--- src/rtl/apb_bridge_pkg.sv ---
// Shared types and constants for the AHB-to-APB bridge.
package apb_bridge_pkg;

  typedef enum logic [1:0] {
    IDLE   = 2'd0,
    WWAIT  = 2'd1,
    SETUP  = 2'd2,
    ACCESS = 2'd3
  } state_t;

  localparam logic [31:0] BASE_ADDR    = 32'h8000_0000;
  localparam int          REGION_SHIFT = 26;
  localparam int          NUM_SLAVES   = 3;

  localparam logic [2:0] SEL_S0 = 3'b001;
  localparam logic [2:0] SEL_S1 = 3'b010;
  localparam logic [2:0] SEL_S2 = 3'b100;

endpackage

--- src/rtl/apb_controller_if.sv ---
// Bus bundle between the AHB slave side, the APB side and the transfer sequencer.
interface apb_controller_if #(
  parameter int ADDR_W = 32,
  parameter int DATA_W = 32
);
  logic              valid;
  logic [ADDR_W-1:0] Haddr;
  logic              Hwrite;
  logic [DATA_W-1:0] Hwdata;
  logic [DATA_W-1:0] Prdata;
  logic              Hreadyout;
  logic [DATA_W-1:0] Hrdata;
  logic [2:0]        Pselx;
  logic              Penable;
  logic              Pwrite;
  logic [ADDR_W-1:0] Paddr;
  logic [DATA_W-1:0] Pwdata;

  // Sequencer view
  modport slave (
    input  valid, Haddr, Hwrite, Hwdata, Prdata,
    output Hreadyout, Hrdata, Pselx, Penable, Pwrite, Paddr, Pwdata
  );

  // Driver view (AHB side plus APB read data)
  modport master (
    output valid, Haddr, Hwrite, Hwdata, Prdata,
    input  Hreadyout, Hrdata, Pselx, Penable, Pwrite, Paddr, Pwdata
  );
endinterface

--- src/rtl/apb_addr_decode.sv ---
// Combinational address decode: maps an AHB address to a one-hot APB select.
module apb_addr_decode #(
  parameter int                ADDR_W       = 32,
  parameter logic [ADDR_W-1:0] BASE_ADDR    = ADDR_W'(apb_bridge_pkg::BASE_ADDR),
  parameter int                REGION_SHIFT = apb_bridge_pkg::REGION_SHIFT
) (
  input  logic [ADDR_W-1:0] haddr,
  output logic              mapped,
  output logic [2:0]        sel
);

  // One extra bit carries the borrow, which flags addresses below the region.
  logic [ADDR_W:0]   diff_ext;
  logic              borrow;
  logic [ADDR_W-1:0] idx;

  assign diff_ext = {1'b0, haddr} - {1'b0, BASE_ADDR};
  assign borrow   = diff_ext[ADDR_W];
  assign idx      = diff_ext[ADDR_W-1:0] >> REGION_SHIFT;

  // Select the slave region; anything past the last slave stays unmapped.
  always_comb begin
    sel = 3'b000;
    if (!borrow) begin
      case (idx)
        ADDR_W'(0): sel = apb_bridge_pkg::SEL_S0;
        ADDR_W'(1): sel = apb_bridge_pkg::SEL_S1;
        ADDR_W'(2): sel = apb_bridge_pkg::SEL_S2;
        default:    sel = 3'b000;
      endcase
    end
    mapped = |sel;
  end

endmodule

--- src/rtl/apb_controller.sv ---
// AHB-to-APB transfer sequencer: one transfer at a time, SETUP then ACCESS,
// AHB stretched through Hreadyout until the APB cycle finishes.
module apb_controller #(
  parameter int                ADDR_W       = 32,
  parameter int                DATA_W       = 32,
  parameter logic [ADDR_W-1:0] BASE_ADDR    = ADDR_W'(apb_bridge_pkg::BASE_ADDR),
  parameter int                REGION_SHIFT = apb_bridge_pkg::REGION_SHIFT
) (
  input  logic             Hclk,
  input  logic             Hreset,
  apb_controller_if.slave  bus
);

  apb_bridge_pkg::state_t state_reg;
  logic [2:0]        sel_reg;
  logic              hreadyout_reg;
  logic [2:0]        pselx_reg;
  logic              penable_reg;
  logic              pwrite_reg;
  logic [ADDR_W-1:0] paddr_reg;
  logic [DATA_W-1:0] pwdata_reg;
  logic [DATA_W-1:0] hrdata_reg;

  logic       dec_mapped;
  logic [2:0] dec_sel;

  apb_addr_decode #(
    .ADDR_W       (ADDR_W),
    .BASE_ADDR    (BASE_ADDR),
    .REGION_SHIFT (REGION_SHIFT)
  ) u_decode (
    .haddr  (bus.Haddr),
    .mapped (dec_mapped),
    .sel    (dec_sel)
  );

  // Sequencer FSM; every output is registered alongside the state it belongs to.
  always_ff @(posedge Hclk) begin
    if (Hreset) begin
      state_reg     <= apb_bridge_pkg::IDLE;
      sel_reg       <= 3'b000;
      hreadyout_reg <= 1'b1;
      pselx_reg     <= 3'b000;
      penable_reg   <= 1'b0;
      pwrite_reg    <= 1'b0;
      paddr_reg     <= '0;
      pwdata_reg    <= '0;
      hrdata_reg    <= '0;
    end else begin
      case (state_reg)
        apb_bridge_pkg::IDLE: begin
          // Unmapped requests are silently dropped; the bus stays ready.
          if (bus.valid && dec_mapped) begin
            paddr_reg     <= bus.Haddr;
            pwrite_reg    <= bus.Hwrite;
            sel_reg       <= dec_sel;
            hreadyout_reg <= 1'b0;
            if (bus.Hwrite) begin
              state_reg <= apb_bridge_pkg::WWAIT;
            end else begin
              state_reg <= apb_bridge_pkg::SETUP;
              pselx_reg <= dec_sel;
            end
          end
        end
        apb_bridge_pkg::WWAIT: begin
          // Write data arrives one cycle after the address phase.
          pwdata_reg <= bus.Hwdata;
          pselx_reg  <= sel_reg;
          state_reg  <= apb_bridge_pkg::SETUP;
        end
        apb_bridge_pkg::SETUP: begin
          penable_reg <= 1'b1;
          state_reg   <= apb_bridge_pkg::ACCESS;
        end
        apb_bridge_pkg::ACCESS: begin
          // Zero-wait slaves: read data is valid during ACCESS.
          if (!pwrite_reg) begin
            hrdata_reg <= bus.Prdata;
          end
          pselx_reg     <= 3'b000;
          penable_reg   <= 1'b0;
          hreadyout_reg <= 1'b1;
          state_reg     <= apb_bridge_pkg::IDLE;
        end
        default: begin
          state_reg <= apb_bridge_pkg::IDLE;
        end
      endcase
    end
  end

  assign bus.Hreadyout = hreadyout_reg;
  assign bus.Hrdata    = hrdata_reg;
  assign bus.Pselx     = pselx_reg;
  assign bus.Penable   = penable_reg;
  assign bus.Pwrite    = pwrite_reg;
  assign bus.Paddr     = paddr_reg;
  assign bus.Pwdata    = pwdata_reg;

endmodule

--- src/flat_wrapper.sv ---
// flat-port wrapper written by rule: the top's interface ports become plain ports
module apb_controller_flat 
#(
  parameter int                ADDR_W       = 32,
  parameter int                DATA_W       = 32,
  parameter logic [ADDR_W-1:0] BASE_ADDR    = ADDR_W'(apb_bridge_pkg::BASE_ADDR),
  parameter int                REGION_SHIFT = apb_bridge_pkg::REGION_SHIFT
)
  (Hclk, Hreset, bus_valid, bus_Haddr, bus_Hwrite, bus_Hwdata, bus_Prdata, bus_Hreadyout, bus_Hrdata, bus_Pselx, bus_Penable, bus_Pwrite, bus_Paddr, bus_Pwdata);
  apb_controller_if #(.ADDR_W(ADDR_W), .DATA_W(DATA_W)) bus_i ();
  input  logic Hclk;
  input  logic Hreset;
  input wire logic [$bits(bus_i.valid)-1:0] bus_valid;
  input wire logic [$bits(bus_i.Haddr)-1:0] bus_Haddr;
  input wire logic [$bits(bus_i.Hwrite)-1:0] bus_Hwrite;
  input wire logic [$bits(bus_i.Hwdata)-1:0] bus_Hwdata;
  input wire logic [$bits(bus_i.Prdata)-1:0] bus_Prdata;
  output wire logic [$bits(bus_i.Hreadyout)-1:0] bus_Hreadyout;
  output wire logic [$bits(bus_i.Hrdata)-1:0] bus_Hrdata;
  output wire logic [$bits(bus_i.Pselx)-1:0] bus_Pselx;
  output wire logic [$bits(bus_i.Penable)-1:0] bus_Penable;
  output wire logic [$bits(bus_i.Pwrite)-1:0] bus_Pwrite;
  output wire logic [$bits(bus_i.Paddr)-1:0] bus_Paddr;
  output wire logic [$bits(bus_i.Pwdata)-1:0] bus_Pwdata;
  assign bus_i.valid = bus_valid;
  assign bus_i.Haddr = bus_Haddr;
  assign bus_i.Hwrite = bus_Hwrite;
  assign bus_i.Hwdata = bus_Hwdata;
  assign bus_i.Prdata = bus_Prdata;
  assign bus_Hreadyout = bus_i.Hreadyout;
  assign bus_Hrdata = bus_i.Hrdata;
  assign bus_Pselx = bus_i.Pselx;
  assign bus_Penable = bus_i.Penable;
  assign bus_Pwrite = bus_i.Pwrite;
  assign bus_Paddr = bus_i.Paddr;
  assign bus_Pwdata = bus_i.Pwdata;
  apb_controller #(.ADDR_W(ADDR_W), .DATA_W(DATA_W), .BASE_ADDR(BASE_ADDR), .REGION_SHIFT(REGION_SHIFT)) u_core (.Hclk(Hclk), .Hreset(Hreset), .bus(bus_i));
endmodule
--- config.mk ---
export PLATFORM = sky130hd
export DESIGN_NAME = apb_controller_flat
export DESIGN_NICKNAME = d
export VERILOG_FILES = /design/src/rtl/apb_bridge_pkg.sv /design/src/rtl/apb_controller_if.sv /design/src/rtl/apb_addr_decode.sv /design/src/rtl/apb_controller.sv /design/src/flat_wrapper.sv
export SDC_FILE = /design/constraint.sdc
export NUM_CORES = 1
export LEC_CHECK = 0
export ABC_AREA = 0
export CAP_MARGIN = 5
export CORE_MARGIN = 2
export CORE_UTILIZATION = 38
export CTS_BUF_LIST = sky130_fd_sc_hd__clkbuf_4
export DETAILED_ROUTE_END_ITERATION = 8
export PLACE_DENSITY = 0.82
export SLEW_MARGIN = 20
export SYNTH_ARGS = -nofsm -noshare
export SYNTH_HDL_FRONTEND = slang
export SYNTH_SLANG_ARGS = --single-unit
--- constraint.sdc ---
create_clock -name Hclk -period 1.65 [get_ports Hclk]
set_clock_uncertainty 0.2 [all_clocks]
set_input_delay 0.165 -clock Hclk [delete_from_list [all_inputs] [get_ports Hclk]]
set_output_delay 0.165 -clock Hclk [all_outputs]
set_load 0.03 [all_outputs]
==> tab_implementation.tex, run 1 <==
\begin{tabular}{lr}
\hline
Metric & Value \\
\hline
\multicolumn{2}{l}{\textbf{Run status}} \\
\quad Status & completed \\
\multicolumn{2}{l}{\textbf{Worst setup path}} \\
\quad Slowest cell delay on critical path & 0.57 ns \\
\quad Type of the worst setup path & input pin to flip-flop \\
\quad Cell depth of the worst flop-to-flop path & 6 \\
\quad Largest fanout on the critical path & 33 \\
\quad Element type at the critical path start & input pin \\
\quad Crit path cell chain & clkdlybuf4s50\_1, or4b\_4, buf\_12, o31ai\_2, a21oi\_1 \\
\quad Critical Path End Type & flip-flop \\
\quad Data required time of the worst path & 1.77 ns \\
\quad Worst EP arrival & 1.73 ns \\
\quad Highest-delay cell along the critical path & or4b\_4 \\
\quad Worst reg-to-reg setup slack & 0.06 ns \\
\multicolumn{2}{l}{\textbf{Clock network}} \\
\quad Clock transition at the registers of the reported paths & 0.17 ns \\
\quad Number of buffers on the longest clock path & 2 \\
\quad Root buffer selected by CTS & clkbuf\_4 \\
\quad CTS tree & yes \\
\quad Number of H-tree branching levels & 3 \\
\quad Insertion delay to the later sink of the worst-skew pair & 0.45 ns \\
\quad Total clock buffers created by CTS & 9 \\
\quad Total clock sinks & 107 \\
\multicolumn{2}{l}{\textbf{Logic synthesis}} \\
\quad Post-Synthesis Cell Area & 4160 um2 \\
\quad Number of synthesized register bits & 107 \\
\quad Cell variety after synth & 32 \\
\quad Warnings from Yosys & 0 \\
\quad Library cell with the largest summed area after synthesis & dfxtp\_1 \\
\quad Top area cells in the synthesized netlist & dfxtp\_1 51\%, mux2i\_1 8.2\%, a21oi\_1 7.8\% \\
\quad Share of the synthesized area in the top cell type & 51.5\% \\
\quad Post-synthesis area per instance & 9.17 um2 \\
\quad Post-Synthesis Net Count & 559 \\
\quad Part of the Yosys area used for sequential elements & 51.5\% \\
\quad Instance count of the mapped netlist & 454 \\
\multicolumn{2}{l}{\textbf{Placement}} \\
\quad Final weighted congestion of routability-driven global placement & 0.836 \\
\quad Detailed placer's ending HPWL & 9230 um \\
\quad Placed instance count & 789 \\
\quad Pre-CTS setup slack & -0.460 ns \\
\quad Count of port buffers added during placement & 201 \\
\multicolumn{2}{l}{\textbf{Global routing}} \\
\quad Grt ovf & 0 \\
\quad Largest net degree at the start of global routing & 42 \\
\quad Overall global routing resource usage & 20.5\% \\
\quad First-pass GRT wire length & 19500 um \\
\quad Antenna violations before repair & 0 \\
\quad Via count of the first global-routing pass & 4104 \\
\multicolumn{2}{l}{\textbf{Route}} \\
\quad Number of vias per cell & 5.25 \\
\quad 1st-iter DRT viols & 248 \\
\quad DRC violation count after routing & 0 \\
\quad Final Routed Wirelength & 13200 um \\
\quad Post-DRT Antenna Nets & 0 \\
\quad Number of vias in the routed layout & 4259 \\
\quad DRT Pass-1 Iters & 4 \\
\quad WL per Instance & 16.2 um \\
\multicolumn{2}{l}{\textbf{Die}} \\
\quad Die H & 109 um \\
\quad Standard-cell rows & 38 \\
\quad Count of boundary I/O pins & 202 \\
\quad Core Area & 10700 um2 \\
\quad Die span in x & 109 um \\
\quad DIE AREA & 11800 um2 \\
\quad Starting Density & 38.7\% \\
\multicolumn{2}{l}{\textbf{Timing}} \\
\quad Post-route minimum period & 1.61 ns \\
\quad Portion of the clock cycle consumed by the worst path in the final layout & 97.7\% \\
\quad Minimum setup slack in the final design & 0.0385 ns \\
\quad Hold Violations, Final & 0 \\
\quad Highest clock frequency the design can meet & 0.621 GHz \\
\quad Max-slew violation total from the final report & 0 \\
\quad Tightest Pin Transition & 0.481 ns \\
\quad Setup Viol. Count Final & 0 \\
\quad Headroom to the max-slew limit & 67.9\% \\
\quad Post-route worst hold slack & 0.0480 ns \\
\multicolumn{2}{l}{\textbf{Finish}} \\
\quad Most used cells in the layout excluding fill and tap cells & 105 x dfxtp\_1, 98 x clkdlybuf4s50\_1, 66 x nand2\_1 \\
\quad Nets@finish & 771 \\
\quad Share of layout cells above drive strength 1 & 15.5\% \\
\quad Growth of design area from synthesis to finish & 63.9\% \\
\quad Layout Cells excl Fill & 812 \\
\quad Post-route core utilization & 63.5\% \\
\quad Most frequent standard cell in the layout excluding fill and tap cells & dfxtp\_1 \\
\multicolumn{2}{l}{\textbf{Hold path}} \\
\quad Worst hold path stage count & 3 \\
\quad Worst hold path type & input pin to flip-flop \\
\multicolumn{2}{l}{\textbf{Power}} \\
\quad Power consumption & 0.00742 W \\
\quad Leakage power total & 2.66 nW \\
\quad Worst voltage drop across the vdd grid & 0.496 mV \\
\quad Total power divided by cell area & 1090 nW/um2 \\
\multicolumn{2}{l}{\textbf{Run}} \\
\quad Count of maximum capacitance violations & 0 \\
\hline
\end{tabular}
## area by class of cell
type                       instances  area (um2)
multi-input combinational        297        1960
timing repair buffer             246        2390
clock inverter                     7        57.6
clock buffer                       9        67.6
inverter                           5        21.3
antenna                            1        2.50
fill                             925        3930
tap                              140         175
sequential                       107        2140
## path summary, 6_finish.rpt
path,start,endpoint
setup / recovery,bus_Haddr[28],u_core.bus.Pwrite
hold / removal,bus_Prdata[21],u_core.bus.Hrdata[21]
setup reg to reg,u_core.state_reg[1],u_core.bus.Pselx[1]
hold reg to reg,u_core.bus.Hrdata[7],u_core.bus.Hrdata[7]
## power by group
part | switching, W | total, W | internal (W) | leakage [nW]
Clock | 0.000910 | 0.00124 | 0.000335 | 0.0701
Sequential | 0.000164 | 0.00306 | 0.00289 | 0.867
Combinational | 0.00181 | 0.00312 | 0.00131 | 1.72
Total | 0.00288 | 0.00742 | 0.00454 | 2.66
## stage by stage
step	setup TNS (ns)	cell area, um2
after global placement	-16.34	6540
after detailed placement	-17.31	6540
after floorplan	-0.804	4170
after CTS	-0.358	6550
final	0	6820
after global routing	-0.0734	6820
## cells in the mapped netlist, drive strengths merged
master  count
a211oi      5
a21bo       1
a21boi      1
a21oi      65
a221o       1
a311oi      5
a31o        1
a32oi       1
buf        14
clkbuf     31
clkinv      1
dfxtp     107
ha          5
inv         4
mux2i      34
nand2      66
nand2b      1
nand3       1
nand4      30
nand4b      2
nor2       37
nor2b       1
nor3        2
nor3b       3
nor4b       1
o21ai       1
o31ai      32
or4b        1
## logic make-up after synthesis
group / count (synthesis) / share of synthesized area (%)
AO/OA/AOI/OAI: 113 / 17.4
multiplexers: 34 / 8.18
adder cells (fa/ha/maj): 5 / 1.50
buffers and inverters: 50 / 5.38
AND/OR/NAND/NOR: 145 / 16.0
flip-flops: 107 / 51.5
## critical path, delay by kind of cell
| family | cells | cell delay [ns] |
|---|---|---|
| buf+inv | 2 | 0.65 |
| simple gates | 1 | 0.57 |
| compound gates | 2 | 0.33 |
## timing repair
item | in CTS | in global routing
gates cloned | 0 | 2
endpoints found under the hold margin | 29 | 24
setup buffers | 0 | 3
pin swaps | 0 | 4
setup endpoints to repair | 146 | 143
gates resized for setup | 107 | 86
## metal layers
metal / vias up / track usage (%) / wire length [um] / share of wire, %
met4: 0 / 7.60 / 367 / 2.8
li1: 2036 / - / - / -
met1: 1998 / 24.1 / 5150 / 39
met2: 192 / 36.3 / 6590 / 50
met5: - / 0 / 0 / 0
met3: 33 / 4.96 / 1060 / 8.1
Power figures use the tool's default switching activity.
==> run 2, diff against run 1 <==
--- a/config.mk
+++ b/config.mk
@@ -6,7 +6,6 @@
 export NUM_CORES = 1
 export LEC_CHECK = 0
 export ABC_AREA = 0
-export CAP_MARGIN = 5
 export CORE_MARGIN = 2
 export CORE_UTILIZATION = 38
 export CTS_BUF_LIST = sky130_fd_sc_hd__clkbuf_4
==> results of run 2 <==
Same layout as run 1: the final DEF is identical, and so are final timing and power.
